==> src/rtl/lcd12864_bus_sched.sv <==
// Write-only scheduler for an ST7920-class LCD12864 8-bit parallel bus: runs the
// power-up/init sequence, then round-robin arbitrates two byte requesters and times RS/DAT/E.
module lcd12864_bus_sched #(
    parameter int T_SU  = 4,
    parameter int T_EH  = 16,
    parameter int T_CYC = 3600,
    parameter int T_CLR = 80000,
    parameter int T_PWR = 2000000,
    parameter int CW    = 21
) (
    input  logic       clk,
    input  logic       rst,
    input  logic       req0_valid,
    input  logic       req0_rs,
    input  logic [7:0] req0_dat,
    output logic       req0_ready,
    input  logic       req1_valid,
    input  logic       req1_rs,
    input  logic [7:0] req1_dat,
    output logic       req1_ready,
    output logic       init_done,
    output logic       busy,
    output logic       rs,
    output logic       rw,
    output logic       en,
    output logic [7:0] dat
);

    typedef enum logic [2:0] {
        PWR_WAIT,
        INIT_LOAD,
        SETUP,
        EHIGH,
        WAIT,
        IDLE
    } state_t;

    localparam logic [CW-1:0] PWR_LAST = CW'(T_PWR - 1);
    localparam logic [CW-1:0] SU_LAST  = CW'(T_SU - 1);
    localparam logic [CW-1:0] EH_LAST  = CW'(T_EH - 1);
    localparam logic [CW-1:0] CYC_LAST = CW'(T_CYC - 1);
    localparam logic [CW-1:0] CLR_LAST = CW'(T_CLR - 1);

    state_t        state;
    state_t        state_nx;
    logic [CW-1:0] cnt;
    logic [CW-1:0] wait_last;
    logic [1:0]    idx;
    logic          ptr;
    logic          cnt_clr;
    logic          grant0;
    logic          grant1;

    function automatic logic [7:0] init_byte(input logic [1:0] i);
        case (i)
            2'd0:    return 8'h30;
            2'd1:    return 8'h0C;
            2'd2:    return 8'h01;
            default: return 8'h06;
        endcase
    endfunction

    always_ff @(posedge clk) begin
        if (rst) state <= PWR_WAIT;
        else     state <= state_nx;
    end

    always_comb begin
        state_nx  = state;
        cnt_clr   = 1'b0;
        grant0    = 1'b0;
        grant1    = 1'b0;
        // clear and home need the long execution time
        wait_last = (!rs && (dat == 8'h01 || dat == 8'h02)) ? CLR_LAST : CYC_LAST;
        case (state)
            PWR_WAIT: begin
                if (cnt == PWR_LAST) begin
                    state_nx = INIT_LOAD;
                    cnt_clr  = 1'b1;
                end
            end
            INIT_LOAD: begin
                state_nx = SETUP;
                cnt_clr  = 1'b1;
            end
            SETUP: begin
                if (cnt == SU_LAST) begin
                    state_nx = EHIGH;
                    cnt_clr  = 1'b1;
                end
            end
            EHIGH: begin
                if (cnt == EH_LAST) begin
                    state_nx = WAIT;
                    cnt_clr  = 1'b1;
                end
            end
            WAIT: begin
                if (cnt == wait_last) begin
                    cnt_clr  = 1'b1;
                    state_nx = (init_done || idx == 2'd3) ? IDLE : INIT_LOAD;
                end
            end
            IDLE: begin
                cnt_clr = 1'b1;
                if (init_done) begin
                    // ptr=0 favours requester 0 when both are valid
                    grant0 = req0_valid && (!req1_valid || !ptr);
                    grant1 = req1_valid && !grant0;
                    if (grant0 || grant1) state_nx = SETUP;
                end
            end
            default: begin
                state_nx = PWR_WAIT;
                cnt_clr  = 1'b1;
            end
        endcase
    end

    always_ff @(posedge clk) begin
        if (rst) begin
            cnt       <= '0;
            idx       <= 2'd0;
            ptr       <= 1'b0;
            init_done <= 1'b0;
            rs        <= 1'b0;
            dat       <= 8'h00;
        end else begin
            cnt <= cnt_clr ? '0 : cnt + CW'(1);
            if (state == INIT_LOAD) begin
                rs  <= 1'b0;
                dat <= init_byte(idx);
            end
            if (grant0) begin
                rs  <= req0_rs;
                dat <= req0_dat;
                ptr <= 1'b1;
            end
            if (grant1) begin
                rs  <= req1_rs;
                dat <= req1_dat;
                ptr <= 1'b0;
            end
            if (state == WAIT && cnt == wait_last && !init_done) begin
                if (idx == 2'd3) init_done <= 1'b1;
                else             idx       <= idx + 2'd1;
            end
        end
    end

    assign req0_ready = grant0;
    assign req1_ready = grant1;
    assign busy       = (state != IDLE);
    assign en         = (state == EHIGH);
    assign rw         = 1'b0;

endmodule

==> config.mk <==
export PLATFORM = sky130hd
export DESIGN_NAME = lcd12864_bus_sched
export DESIGN_NICKNAME = d
export VERILOG_FILES = /design/src/rtl/lcd12864_bus_sched.sv
export SDC_FILE = /design/constraint.sdc
export NUM_CORES = 1
export LEC_CHECK = 0
export CORE_AREA = 8 8 98 100
export DETAILED_ROUTE_END_ITERATION = 10
export DIE_AREA = 0 0 106 108
export PLACE_DENSITY_LB_ADDON = 0.3
export SYNTH_ARGS = -nofsm -noshare
export SYNTH_HDL_FRONTEND = slang
export SYNTH_SLANG_ARGS = --single-unit
==> constraint.sdc <==
create_clock -name clk -period 4.61 [get_ports clk]
set_clock_uncertainty 0.1 [all_clocks]
set_input_delay 0.6915 -clock clk [delete_from_list [all_inputs] [get_ports clk]]
set_output_delay 0.6915 -clock clk [all_outputs]
set_load 0.05 [all_outputs]
==> impl_metrics.csv, run 1 <==
group,metric,value,unit
floorplanning,core-area,8050,sq um
critical_path,worstPathMaxFanout,7,
sta,period_needed,3260,ps
place,port_buffers,35,
synthesis,async_reset_ff_share,0,%
global_route,grt_pass1_vias,1664,
sta,hold_slack,395,ps
floorplanning,rows,33,
floorplanning,fp.dieH,108,microns
global_route,antenna_found_initial,0,
critical_path,worstPathRequired,3820,ps
floorplanning,die_x,106,microns
synthesis,syn_area_per_cell,8.45,sq um
run_status,outcome,"finished clean",
power_and_ir_drop,swShare,33.3,%
clock_network,cts.sinks,37,
power_and_ir_drop,power-per-cell-area,335,nW/um^2
floorplanning,dieArea,11400,sq um
worst_hold_path,min_from,"cnt[0]",
synthesis,ys_seq_area_share,37.6,%
synthesis,synth_edf_count,0,
detailed_routing,wl,4800,microns
critical_path,crit_top_cell,"clkdlybuf4s50_1",
sta,tightestPinTransition,741,ps
worst_hold_path,hold_path_class,"register to register",
detailed_routing,via_per_inst,4.75,
critical_path,cp-start-kind,"input pin",
synthesis,syn_inst,233,
critical_path,worst_path_max_delay_cell,"clkdlybuf4s50_1",
clock_network,cts_resized,0,
place,numPlacedInstances,363,
final_layout,antenna_cells,0,
synthesis,ys_warn_count,0,
sta,setup_violations,0,
global_route,grt_max_degree,22,
sta,finalMaxSlewViolations,0,
synthesis,synth_nets,260,
floorplanning,io_pins,37,
power_and_ir_drop,switching_power,0.000273,W
place,place_congestion,0.818,
power_and_ir_drop,p_total,0.000821,W
critical_path,cp.arrival,2470,ps
sta,timing.final.crit_share,70.7,%
final_layout,fin_area,2450,sq um
critical_path,crit_type,"input pin to primary output",
clock_network,cts_root_buffer,"clkbuf_8",
synthesis,syn_area,1970,sq um
final_layout,fin_cells,370,
power_and_ir_drop,clkPwrFrac,28.3,%
critical_path,r2r_start,"dat[5]",
synthesis,yosys.area.top_type_share,37.6,%
final_layout,nNetsFinal,292,
power_and_ir_drop,vdd_drop_max,0.113,mV
critical_path,worst-path-stages,5,
synthesis,synth.distinct_cells,47,
sta,final_hold_viol_count,0,
critical_path,worstSetupEndpointType,"primary output",
sta,rsz0062_at_grt,"no",
critical_path,cp_top_family,"buffers and inverters",
detailed_routing,first_pass_iters,4,
clock_network,clkTransAtPathRegs,70,ps
critical_path,slowest_delay,830,ps
clock_network,cts.path.max_buffers,2,
clock_network,numCtsBuffers,5,
global_route,grt_pass1_wl,7900,microns
clock_network,cts_tree,"yes",
global_route,grtUsageTotal,8.46,%
critical_path,r2r_cells,6,
global_route,gr-total-overflow,0,
floorplanning,start_util,24.4,%
power_and_ir_drop,pwr-share-seq,46.3,%
critical_path,startpoint,"req1_valid",
critical_path,path_cells,"clkdlybuf4s50_1 -> nand2_1 -> nand4_1 -> clkinv_1 -> clkdlybuf4s50_1",
synthesis,synth_top_area_cell,"dfxtp_1",
sta,clock.fmax,307,MHz
worst_hold_path,whs_path_depth,1,
detailed_routing,final_antenna_net_count,0,
power_and_ir_drop,power.leakage,0.902,nW
synthesis,ys.flop_type,"dfxtp_1",
synthesis,yosys-top-cells-area,"dfxtp_1 (38%), nor2_1 (8.4%), xor2_1 (6.2%)",
synthesis,synth-seq-cells,37,
clock_network,post_cts_buffers,0,
power_and_ir_drop,p_comb_share,25.3,%
critical_path,path_buf_inv,3,
place,hpwlAfterDp,3630,microns
detailed_routing,vias,1759,
final_layout,drive_gt1_share,6.42,%
flow_run,drv_cap,0,
power_and_ir_drop,p_int,0.000548,W
clock_network,clk_latency,290,ps
clock_network,cts_htree_levels,2,
detailed_routing,drt_iter0_markers,85,
place,place_area,2360,sq um
sta,setup_tns,0,ps
final_layout,area_growth,24.5,%
clock_network,cts_hold_buf,0,
sta,timing.slew.headroom,50.4,%
detailed_routing,post-route-drc-count,0,
detailed_routing,wire_per_inst,13.0,microns
-- cell families after synthesis --
family | after synthesis | share of synthesized area, %
xor+xnor | 20 | 8.90
fa+ha+maj | 5 | 3.18
flops | 37 | 37.6
buf+inv | 21 | 6.86
simple gates | 108 | 27.8
compound gates | 37 | 12.8
other cells | 1 | 0.191
mux | 4 | 2.54
-- sequential cells by signal, summed over array words and instances, names as in the netlist --
signal     count
ptr            1
cnt           21
dat            8
state          3
init_done      1
idx            2
rs             1
-- power groups by stage --
stage	Sequential [W]	Combinational (W)	Clock (W)
floorplan	0.000387	0.000171	0
global placement	0.000385	0.000211	0
detailed placement	0.000387	0.000210	0
CTS	0.000379	0.000211	0.000246
global route	0.000387	0.000232	0.000260
finish	0.000380	0.000208	0.000233
-- final cells by class --
| cell class | count | area, sq um |
|---|---|---|
| Clock buffer | 6 | 82.6 |
| Sequential cell | 37 | 741 |
| Inverter | 10 | 37.5 |
| Clock inverter | 1 | 7.51 |
| Timing Repair Buffer | 36 | 358 |
| Tap cell | 105 | 131 |
| Fill cell | 865 | 5600 |
| Multi-Input combinational cell | 175 | 1090 |
-- worst reg2reg max path, cell delays in order, from the launching register on --
cell and delay, ps:
dfxtp_1 330, nor4_1 430, nand3_1 200, mux2_4 350
nor3b_4 270, a211o_2 400, nor2_1 90
-- worst paths after layout --
| path | end | slack [ps] |
|---|---|---|
| setup / recovery | req0_ready | 1350 |
| hold / removal | cnt[0] | 390 |
| setup reg to reg | cnt[14] | 2300 |
| hold reg to reg | cnt[0] | 390 |
-- synth_stat cells (3+ instances only) --
library cell,count
ha_1,5
a211o_1,3
nor2_1,44
o22ai_1,5
xor2_1,14
buf_6,5
a21oi_1,13
nand3_1,12
o21ai_0,4
inv_1,9
xnor2_1,6
a222oi_1,3
nor3_1,12
nand2_1,8
and3_1,7
nand4_1,10
dfxtp_1,37
-- layer usage --
layer | GRT usage [%] | up-vias | part of all wire [%]
met1 | 10.4 | 815 | 49
met4 | 3.62 | 0 | 1.5
met3 | 3.09 | 5 | 7.3
met5 | 0 | - | 0
met2 | 13.1 | 51 | 43
li1 | - | 888 | -
-- through the flow --
| stage | util (%) | setup slack, ps |
|---|---|---|
| after floorplan | - | 2220 |
| after global placement | 29.3 | 1370 |
| after detailed placement | 29.3 | 1350 |
| after CTS | 30.4 | 1340 |
| after global routing | 30.4 | 1200 |
| final | 30.4 | 1350 |
-- cell usage in the layout, fill, tap and decap left out, types with 2 or more instances in the layout --
cell type         n
clkbuf_8          6
xor2_1           14
nand3_1          12
nor2_1           44
a211o_1           3
dfxtp_1          37
xnor2_1           6
a21oi_1          13
clkdlybuf4s50_1  35
o22ai_1           5
mux2i_1           2
o21ai_0           4
a211oi_1          2
nor4_1            2
nand4_1          10
nor3_1           12
nand2_1           8
ha_1              5
mux2_4            2
a222oi_1          3
inv_1             9
and3_1            7
Note: power is estimated with default switching activity, not from simulation.
==> run 2, diff against run 1 <==
==> constraint.sdc (replaced) <==
create_clock -name clk -period 3.33 [get_ports clk]
set_clock_uncertainty 0.1 [all_clocks]
set_input_delay 0.4995 -clock clk [delete_from_list [all_inputs] [get_ports clk]]
set_output_delay 0.4995 -clock clk [all_outputs]
set_load 0.05 [all_outputs]
==> impl_metrics.csv, run 2 (synthesis results as in run 1) <==
group,metric,value,unit
run_status,outcome,"finished clean",
sta,setup_tns,0,ps
final_layout,area_growth,24.7,%
power_and_ir_drop,p_comb_share,25.9,%
detailed_routing,first_pass_iters,4,
place,place_congestion,0.829,
global_route,antenna_found_initial,0,
power_and_ir_drop,swShare,33.6,%
power_and_ir_drop,pwr-share-seq,45.9,%
global_route,grt_pass1_wl,8220,microns
critical_path,worst_path_max_delay_cell,"clkdlybuf4s50_1",
sta,finalMaxSlewViolations,0,
sta,setup_violations,0,
final_layout,mostFrequentLayoutCells,"nor2_1 (44), dfxtp_1 (37), clkdlybuf4s50_1 (34)",
critical_path,worstSetupEndpointType,"primary output",
clock_network,clkTransAtPathRegs,80,ps
power_and_ir_drop,vdd_drop_max,0.136,mV
detailed_routing,drt_iter0_markers,93,
critical_path,endpoint,"req0_ready",
detailed_routing,post-route-drc-count,0,
final_layout,largest_reg_flops,21,
final_layout,largest-register,"cnt",
floorplanning,start_util,24.4,%
critical_path,cp_top_family,"buffers and inverters",
sta,timing.slew.headroom,65.6,%
final_layout,reg_top3,"cnt: 21 flops, dat: 8 flops, state: 3 flops",
flow_run,drv_cap,0,
place,numPlacedInstances,364,
detailed_routing,wire_per_inst,13.2,microns
critical_path,r2r_cells,6,
power_and_ir_drop,power-per-cell-area,466,nW/um^2
critical_path,worst-path-stages,4,
critical_path,path_cells,"and3b_1 -> nand4_1 -> clkinv_1 -> clkdlybuf4s50_1",
final_layout,nNetsFinal,293,
clock_network,cts.sinks,37,
clock_network,cts_htree_levels,2,
sta,rsz0062_at_grt,"no",
critical_path,cp-start-kind,"register",
critical_path,worstPathRequired,2730,ps
final_layout,fin_cells,371,
global_route,gr-total-overflow,0,
floorplanning,dieArea,11400,sq um
clock_network,cts_tree,"yes",
clock_network,cts_root_buffer,"clkbuf_8",
detailed_routing,wl,4890,microns
floorplanning,core-area,8050,sq um
floorplanning,die_x,106,microns
floorplanning,fp.dieH,108,microns
clock_network,cts.path.max_buffers,2,
clock_network,cts_hold_buf,0,
critical_path,path_buf_inv,2,
detailed_routing,vias,1735,
place,hpwlAfterDp,3710,microns
clock_network,clk_latency,280,ps
power_and_ir_drop,power.leakage,0.909,nW
clock_network,post_cts_buffers,0,
place,port_buffers,35,
critical_path,worstPathMaxFanout,9,
power_and_ir_drop,clkPwrFrac,28.3,%
floorplanning,io_pins,37,
power_and_ir_drop,switching_power,0.000384,W
critical_path,crit_type,"register to primary output",
floorplanning,rows,33,
sta,final_hold_viol_count,0,
sta,layout_setup_ws,391,ps
critical_path,rrSetupSlack,1010,ps
detailed_routing,final_antenna_net_count,0,
worst_hold_path,hold_path_class,"register to register",
worst_hold_path,whs_path_depth,1,
final_layout,drive_gt1_share,7.14,%
detailed_routing,via_per_inst,4.68,
final_layout,final_util,30.5,%
place,place_ws,454,ps
clock_network,numCtsBuffers,5,
critical_path,slowest_delay,830,ps
sta,timing.final.crit_share,88.2,%
global_route,grtUsageTotal,8.60,%
sta,clock.fmax,340,MHz
critical_path,reg2reg_to,"cnt[15]",
sta,period_needed,2940,ps
sta,tightestPinTransition,514,ps
critical_path,cp.arrival,2340,ps
global_route,grt_pass1_vias,1678,
final_layout,antenna_cells,0,
critical_path,r2r_start,"dat[5]",
clock_network,cts_resized,0,
final_layout,final_common_cell,"nor2_1",
critical_path,startpoint,"state[0]",
global_route,grt_max_degree,22,
power_and_ir_drop,p_int,0.000760,W
-- run 2: changes by cell type in the layout (fill, tap and decap cells not counted) --
cell | previous run | this run
clkdlybuf4s50_1 | 35 | 34
buf_4 | 1 | 3
-- run 2: power groups by stage --
| stage | combinational, W | sequential [W] | clock, W |
|---|---|---|---|
| global placement | 0.000296 | 0.000533 | 0 |
| detailed placement | 0.000297 | 0.000535 | 0 |
| global route | 0.000324 | 0.000533 | 0.000361 |
| floorplan | 0.000236 | 0.000536 | 0 |
| finish | 0.000296 | 0.000525 | 0.000323 |
| CTS | 0.000299 | 0.000524 | 0.000336 |
-- run 2: through the flow --
stage / power, W / cell area (sq um) / hold WS (ps)
2_1_floorplan: 0.000772 / 1970 / 341
3_3_place_gp: 0.000829 / 2360 / 361
3_5_place_dp: 0.000832 / 2360 / 377
4_1_cts: 0.00116 / 2450 / 396
5_1_grt: 0.00122 / 2450 / 417
6_report: 0.00114 / 2450 / 396
-- run 2: layer usage --
layer / wire [microns] / part of all wire (%) / global-route usage [%]
met3: 337 / 6.9 / 3.27
met1: 2480 / 51 / 11.2
met2: 2060 / 42 / 13.4
met4: 12 / 0.25 / 1.51
met5: 0 / 0 / 0
-- run 2: worst reg2reg max path: stages, from the launching register on --
cell and delay (ps):
dfxtp_1 330, nor4_1 460, nand3_1 180, mux2_4 350, nor3b_4 270, a211o_2 400
nor2_1 100
-- run 2: cell type report --
class                   instances  area, sq um
fillers                       870         5600
multi-input cells             175         1090
flip-flops and latches         37          741
repair buffers                 37          363
well taps                     105          131
clock buffers                   6         82.6
inverters                      10         37.5
clock inverters                 1         7.51
-- run 2: worst min-delay path by stage --
stage,from,to
detailed placement,cnt[0],cnt[0]
floorplan,cnt[0],cnt[0]
global placement,cnt[0],cnt[0]
global route,cnt[0],cnt[0]
finish,cnt[0],cnt[0]
CTS,cnt[0],cnt[0]
==> run 3, diff against run 2 <==
--- a/config.mk
+++ b/config.mk
@@ -5,10 +5,11 @@
 export SDC_FILE = /design/constraint.sdc
 export NUM_CORES = 1
 export LEC_CHECK = 0
-export CORE_AREA = 8 8 98 100
+export CORE_AREA = 8 8 71 73
 export DETAILED_ROUTE_END_ITERATION = 10
-export DIE_AREA = 0 0 106 108
+export DIE_AREA = 0 0 79 81
 export PLACE_DENSITY_LB_ADDON = 0.3
+export SKIP_CTS_REPAIR_TIMING = 1
 export SYNTH_ARGS = -nofsm -noshare
 export SYNTH_HDL_FRONTEND = slang
 export SYNTH_SLANG_ARGS = --single-unit
==> impl_metrics.csv, run 3 (synthesis results as in run 1) <==
group,metric,value,unit
detailed_routing,vias,1737,
critical_path,path_buf_inv,2,
critical_path,worst_path_max_delay_cell,"clkdlybuf4s50_1",
clock_network,clk_latency,290,ps
final_layout,drive_gt1_share,7.49,%
critical_path,r2r_start,"dat[5]",
sta,timing.slew.headroom,64.4,%
sta,final_hold_viol_count,0,
final_layout,mostFrequentLayoutCells,"nor2_1 (44), dfxtp_1 (37), clkdlybuf4s50_1 (34)",
floorplanning,die_x,79,microns
detailed_routing,wl,4560,microns
detailed_routing,final_antenna_net_count,0,
sta,setup_violations,0,
global_route,antenna_found_initial,0,
detailed_routing,first_pass_iters,4,
power_and_ir_drop,p_int,0.000819,W
detailed_routing,via_per_inst,5.48,
power_and_ir_drop,clkPwrFrac,32.4,%
critical_path,slowest_delay,840,ps
global_route,grt_max_degree,22,
run_status,outcome,"finished clean",
sta,setup_tns,0,ps
power_and_ir_drop,swShare,32.0,%
detailed_routing,post-route-drc-count,0,
sta,tightestPinTransition,533,ps
floorplanning,io_pins,37,
critical_path,cp.arrival,2360,ps
flow_run,drv_cap,0,
global_route,grt_pass1_vias,1641,
detailed_routing,top_layer_used,"met4",
sta,clock.fmax,338,MHz
final_layout,nNetsFinal,293,
critical_path,rrSetupSlack,1060,ps
final_layout,largest_reg_flops,21,
critical_path,reg2reg_to,"cnt[2]",
critical_path,crit_type,"register to primary output",
critical_path,worstPathMaxFanout,9,
place,port_buffers,35,
clock_network,cts.sinks,37,
final_layout,largest-register,"cnt",
detailed_routing,drt-met1-wl,2240,microns
power_and_ir_drop,power.leakage,0.920,nW
clock_network,cts.path.max_buffers,2,
sta,layout_setup_ws,370,ps
place,place_ws,426,ps
floorplanning,core-area,3910,sq um
global_route,grt_pass1_wl,7610,microns
worst_hold_path,whs_path_depth,1,
final_layout,reg_top3,"cnt: 21 flops, dat: 8 flops, state: 3 flops",
worst_hold_path,min_from,"cnt[0]",
clock_network,cts_root_buffer,"clkbuf_8",
floorplanning,rows,23,
detailed_routing,drt_iter0_markers,128,
floorplanning,start_util,50.3,%
sta,timing.final.crit_share,88.9,%
critical_path,cp-start-kind,"register",
final_layout,final_util,61.6,%
final_layout,multi_input_area,1090,sq um
floorplanning,dieArea,6400,sq um
clock_network,cts_htree_levels,2,
detailed_routing,wl_met2,1940,microns
critical_path,worstPathRequired,2730,ps
final_layout,area_growth,22.5,%
power_and_ir_drop,pwr-share-seq,43.6,%
clock_network,clkTransAtPathRegs,80,ps
final_layout,antenna_cells,0,
sta,period_needed,2960,ps
critical_path,cp_top_family,"buffers and inverters",
global_route,grtUsageTotal,14.8,%
sta,finalMaxSlewViolations,0,
detailed_routing,wire_per_inst,14.4,microns
clock_network,numCtsBuffers,5,
power_and_ir_drop,p_comb_share,24.0,%
power_and_ir_drop,p_total,0.00120,W
place,numPlacedInstances,309,
final_layout,fin_cells,317,
final_layout,ff_latch_area,741,sq um
detailed_routing,route.met3.wl,313,microns
power_and_ir_drop,power-per-cell-area,500,nW/um^2
power_and_ir_drop,vdd_drop_max,0.299,mV
sta,rsz0062_at_grt,"no",
global_route,gr-total-overflow,0,
clock_network,cts_tree,"yes",
critical_path,r2r_cells,6,
place,place_congestion,0.903,
worst_hold_path,hold_path_class,"register to register",
final_layout,final_common_cell,"nor2_1",
critical_path,worstSetupEndpointType,"primary output",
floorplanning,fp.dieH,81,microns
worst_hold_path,hold_end,"cnt[0]",
power_and_ir_drop,switching_power,0.000386,W
critical_path,path_cells,"and3b_1 -> nand4_1 -> clkinv_1 -> clkdlybuf4s50_1",
final_layout,fillers,377,
place,hpwlAfterDp,3450,microns
## run 3: cell count changes in the layout (fill, tap and decap cells not counted), sizes merged
cell / change
bufinv: +1
clkbuf: -1
clkinv: +1
## run 3: area by class of cell
class                      instances  area share (%)
tap                               50            2.59
inverter                          10            1.56
sequential                        37            30.7
clock inverter                     3            1.92
timing repair buffer              37            15.0
clock buffer                       5            2.85
multi-input combinational        175            45.3
## run 3: stage by stage
step,hold slack [ps],area [sq um]
finish,383,2410
global placement,355,2300
floorplan,341,1970
detailed placement,372,2300
CTS,388,2410
global route,413,2410
## run 3: worst max path at each step
| stage | from | end | slack [ps] | depth (start not counted) |
|---|---|---|---|---|
| after floorplan | init_done | req1_ready | 1140 | 2 |
| after global placement | req1_valid | req0_ready | 480 | 5 |
| after detailed placement | req1_valid | req0_ready | 430 | 5 |
| after CTS | state[0] | req0_ready | 360 | 4 |
| after global routing | state[0] | req0_ready | 240 | 4 |
| final | state[0] | req0_ready | 370 | 4 |
## run 3: power by group through the flow
| stage | Clock (W) | Sequential, W | Combinational, W |
|---|---|---|---|
| final | 0.000391 | 0.000525 | 0.000289 |
| after global routing | 0.000420 | 0.000532 | 0.000323 |
| after CTS | 0.000401 | 0.000524 | 0.000291 |
| after detailed placement | 0 | 0.000534 | 0.000290 |
| after global placement | 0 | 0.000532 | 0.000286 |
| after floorplan | 0 | 0.000536 | 0.000236 |
## run 3: layer usage
layer	vias to the layer above	global-route usage [%]
met5	-	0
met4	0	6.11
met3	5	3.97
met2	49	24.0
met1	794	18.2
li1	889	-
